File: src/rtl/spi_aes_port.sv
// SPI front end for an AES core: deserializes data+key, starts the core, shifts the result back out.
// Define SPI_CS_ABORT_EN to make CS deassertion abort RECV/SEND instead of pausing them.
module spi_aes_port #(
    parameter int NK    = 4,
    parameter int FRAME = 128 + NK * 32
) (
    input  logic              clk,
    input  logic              rst,
    input  logic              CS,
    input  logic              SDI,
    output logic              SDO,
    output logic [127:0]      core_data,
    output logic [NK*32-1:0]  core_key,
    output logic              core_start,
    input  logic              core_done,
    input  logic [127:0]      core_result,
    output logic              frame_done
);

    localparam int CW = $clog2(FRAME + 1);

`ifdef SPI_CS_ABORT_EN
    localparam logic CS_ABORT = 1'b1;
`else
    localparam logic CS_ABORT = 1'b0;
`endif

    typedef enum logic [2:0] {IDLE, RECV, START, WAIT, SEND, DONE} state_t;

    state_t           state;
    state_t           state_nxt;
    logic [CW-1:0]    cnt;
    logic [127:0]     tx;
    logic [FRAME-2:0] rx;
    logic [FRAME-1:0] frame_w;
    logic             rx_last;
    logic             tx_last;

    // frame_w is the complete frame as it stands once the current SDI bit lands
    assign frame_w = {rx, SDI};
    assign rx_last = (cnt == CW'(FRAME - 1));
    assign tx_last = (cnt == CW'(127));

    always_ff @(posedge clk or posedge rst) begin
        if (rst) begin
            state <= IDLE;
        end else begin
            state <= state_nxt;
        end
    end

    always_comb begin
        state_nxt = state;
        case (state)
            IDLE:  if (!CS) state_nxt = RECV;
            RECV: begin
                if (CS) begin
                    if (CS_ABORT) state_nxt = IDLE;
                end else if (rx_last) begin
                    state_nxt = START;
                end
            end
            START: state_nxt = WAIT;
            WAIT:  if (core_done) state_nxt = SEND;
            SEND: begin
                if (CS) begin
                    if (CS_ABORT) state_nxt = IDLE;
                end else if (tx_last) begin
                    state_nxt = DONE;
                end
            end
            DONE:  if (CS) state_nxt = IDLE;
            default: state_nxt = IDLE;
        endcase
    end

    always_comb begin
        core_start = 1'b0;
        frame_done = 1'b0;
        SDO        = 1'b0;
        case (state)
            START:   core_start = 1'b1;
            SEND:    SDO        = tx[127];
            DONE:    frame_done = 1'b1;
            default: ;
        endcase
    end

    // Receive shifter is fully overwritten by every frame, so it carries no reset
    always_ff @(posedge clk) begin
        if ((state == IDLE || state == RECV) && !CS) begin
            rx <= frame_w[FRAME-2:0];
        end
    end

    always_ff @(posedge clk or posedge rst) begin
        if (rst) begin
            cnt       <= '0;
            tx        <= '0;
            core_data <= '0;
            core_key  <= '0;
        end else begin
            case (state)
                IDLE: cnt <= CS ? '0 : CW'(1);
                RECV: begin
                    if (CS) begin
                        if (CS_ABORT) cnt <= '0;
                    end else if (rx_last) begin
                        cnt       <= '0;
                        core_data <= frame_w[FRAME-1 -: 128];
                        core_key  <= frame_w[NK*32-1:0];
                    end else begin
                        cnt <= cnt + CW'(1);
                    end
                end
                WAIT: begin
                    if (core_done) begin
                        tx  <= core_result;
                        cnt <= '0;
                    end
                end
                SEND: begin
                    if (CS) begin
                        if (CS_ABORT) begin
                            cnt <= '0;
                            tx  <= '0;
                        end
                    end else begin
                        tx  <= {tx[126:0], 1'b0};
                        cnt <= tx_last ? '0 : cnt + CW'(1);
                    end
                end
                default: cnt <= '0;
            endcase
        end
    end

endmodule

File: config.mk
export PLATFORM = sky130hd
export DESIGN_NAME = spi_aes_port
export DESIGN_NICKNAME = d
export VERILOG_FILES = /design/src/rtl/spi_aes_port.sv
export SDC_FILE = /design/constraint.sdc
export NUM_CORES = 1
export LEC_CHECK = 0
export CAP_MARGIN = 10
export CORE_MARGIN = 5
export CORE_UTILIZATION = 45
export CTS_BUF_LIST = sky130_fd_sc_hd__clkbuf_8
export DETAILED_ROUTE_END_ITERATION = 16
export PLACE_DENSITY = 0.7
export SLEW_MARGIN = 10
export SYNTH_ARGS = -nofsm -noshare
export SYNTH_HDL_FRONTEND = slang
export SYNTH_SLANG_ARGS = --single-unit
File: constraint.sdc
create_clock -name clk -period 26.2 [get_ports clk]
set_input_delay 3.93 -clock clk [delete_from_list [all_inputs] [get_ports clk]]
set_output_delay 3.93 -clock clk [all_outputs]
set_load 0.03 [all_outputs]
==> impl_metrics.tcl <==
set metrics [dict create \
    ir_drop_uv 47.9 \
    numPortBuffers 391 \
    synthToLayoutAreaGrowth_pct 25.7 \
    synth_flop_cell "dfrtp_1" \
    grt_overflow 0 \
    arrival_ps 2760 \
    chipWidth_um 244 \
    synth_area_mm2 0.0247 \
    cts_tree "built" \
    route.detailed.drc 0 \
    fmax_mhz 149 \
    core_area_mm2 0.0548 \
    io_pins 392 \
    synthMuxAreaShare_pct 19.1 \
    cp_max_fo 14 \
    synthAdderAreaFrac_pct 0.101 \
    synthSimpleGateAreaFrac_pct 3.11 \
    ys_seq_area_share_pct 71.1 \
    globalplace.congestion 0.796 \
    cts_sinks 651 \
    start_util_pct 45.1 \
    whs_path_depth 0 \
    synth_edf_count 255 \
    routedWlPerCell_um 19.1 \
    clockBufferDepth 3 \
    vias 13400 \
    setup_viol 0 \
    powerDensity_mw_per_mm2 113 \
    fin_util_pct 56.7 \
    synth_compound_area_share_pct 3.45 \
    die_h_um 244 \
    diodes 0 \
    cp-end-kind "output pin" \
    finalCritPeriodShare_pct 25.5 \
    finalNetCount 2024 \
    antenna_found_initial 3 \
    drt_iter0_markers 835 \
    setup_tns_ps 0 \
    syn_inst 1457 \
    grt_pass1_vias 14000 \
    cts_htree_levels 3 \
    synth_xor_area_share_pct 0.0354 \
    netlist-cell-type-count 48 \
    firstDrtPassIters 4 \
    postRouteWirelength_um 51100 \
    cts_buffers 106 \
    drive_gt1_share_pct 20.2 \
    synth_most_common_cell "dfrtp_1" \
    ys_warn_count 0 \
    p_leak_nw 13.0 \
    synthTopCellsByArea "dfrtp_1 (40%), edfxtp_1 (31%), mux2_4 (9.1%), mux2i_1 (5.1%), mux2_2 (3.9%)" \
    fin_crit_ps 6690 \
    critPathKind "reg -> out" \
    synth_top_area_share_pct 40.1 \
    clk_pin_slew_ps 60 \
    syn_nets 1592 \
    root_buffer "clkbuf_8" \
    synthTopCellsByCount "dfrtp_1 (396), edfxtp_1 (255), mux2_4 (150)" \
    postRouteAntennaNets 0 \
    yosys.area.top_type "dfrtp_1" \
    status "finished clean" \
    rsz0062_at_grt "false" \
    dpl.hpwl_um 33300 \
    num_rows 86 \
    insertion_delay_ps 690 \
    cts_hold_buf 0 \
    rr_worst_depth 7 \
    skew_ps 34.9 \
    viasPerCell 4.98 \
    cts_resized 0 \
    grt_max_degree 183 \
    slew_violations 0 \
    num-fill-cells 4280 \
    hold_class "reg -> reg" \
    cts_setup_buffers 0 \
    grt_usage_pct 16.9 \
    dieArea_mm2 0.0597 \
    avgSynthCellArea_um2 17.0 \
    start_kind "flip-flop" \
    hold_viol 0 \
    synth_top_family_by_area "multiplexers" \
    crit_required_ps 22270 \
    ys_async_sr_fraction_pct 60.8 \
    grt_pass1_wl_um 80300 \
    cap_violations 0 \
    ys_ff_latch 651 \
    slew_headroom_pct 22.8 \
    tightest_slew_ps 1160 \
]
[area by class of cell]
class	count	area, um^2	area share (%)
flip-flops and latches	651	17600	56.5
multi-input cells	723	6400	20.6
repair buffers	403	4040	13.0
clock buffers	120	1650	5.31
well taps	704	881	2.83
clock inverters	78	514	1.65
inverters	4	22.5	0.0725
[worst max-delay path, stage by stage (launching register included)]
cell and delay (ps):
dfrtp_1 640, nor3b_2 540, and2_1 230, clkdlybuf4s50_1 680
[flip-flops by register name (all words and copies together) (netlist names)]
signal,flops
core_data,128
cnt,9
core_key,128
rx,255
state,3
tx,128
[per-stage QoR]
step	power (mW)	cells	hold WS [ps]	area, um^2	worst slack (ps)
6_report	3.50	2683	437	31100	19510
5_1_grt	3.68	2683	450	31100	19360
4_1_cts	3.55	2683	432	31100	19410
3_5_place_dp	2.65	2485	428	28900	18770
3_3_place_gp	2.62	2485	424	28900	18880
2_1_floorplan	2.19	1457	420	24700	10310
[power breakdown]
group / internal (mW) / leakage [nW] / total (mW) / switching (mW)
Clock: 0.481 / 1.26 / 0.880 / 0.399
Sequential: 1.40 / 7.91 / 1.58 / 0.189
Combinational: 0.481 / 3.79 / 1.03 / 0.552
Total: 2.36 / 13.0 / 3.50 / 1.14
[path summary, 6_finish.rpt]
path,startpoint,to,slack (ps)
worst min register to register,rx[72],rx[73],440
worst max-delay path,state[2],SDO,19510
min in group asynchronous,rst,tx[11],3900
worst max register to register,cnt[0],core_data[93],22650
max in group asynchronous,rst,core_key[27],19970
worst min-delay path,rx[72],rx[73],440
[cells in the final DEF (no fill, tap or decap), types with 3 or more instances in the layout]
cell,instances
o31ai_1,3
bufinv_16,6
mux2_4,150
inv_1,46
o211ai_1,6
clkdlybuf4s50_1,391
clkinv_2,12
nand4_1,3
edfxtp_1,255
clkinvlp_4,3
mux2_1,21
nand2_1,141
mux2i_1,127
dfrtp_1,396
buf_4,9
mux2_2,85
o21ai_0,134
a21oi_1,5
nor2_1,6
nand3_1,4
buf_12,3
clkbuf_8,120
clkinv_1,10
[metal layers]
layer | global-route usage [%] | wire length [um]
met5 | 0 | 25
met2 | 25.2 | 22800
met4 | 5.19 | 963
met1 | 23.1 | 22700
met3 | 6.51 | 4600
[cell families (layout without fill, tap and decap cells)]
logic type | Yosys count | count (layout)
AND/OR/NAND/NOR | 179 | 179
multiplexers | 383 | 383
buffers and inverters | 83 | 605
adder cells (fa/ha/maj) | 2 | 2
XOR/XNOR | 1 | 1
AO/OA/AOI/OAI | 158 | 158
flip-flops | 651 | 651
No activity file was read; power rests on OpenSTA's default activity.
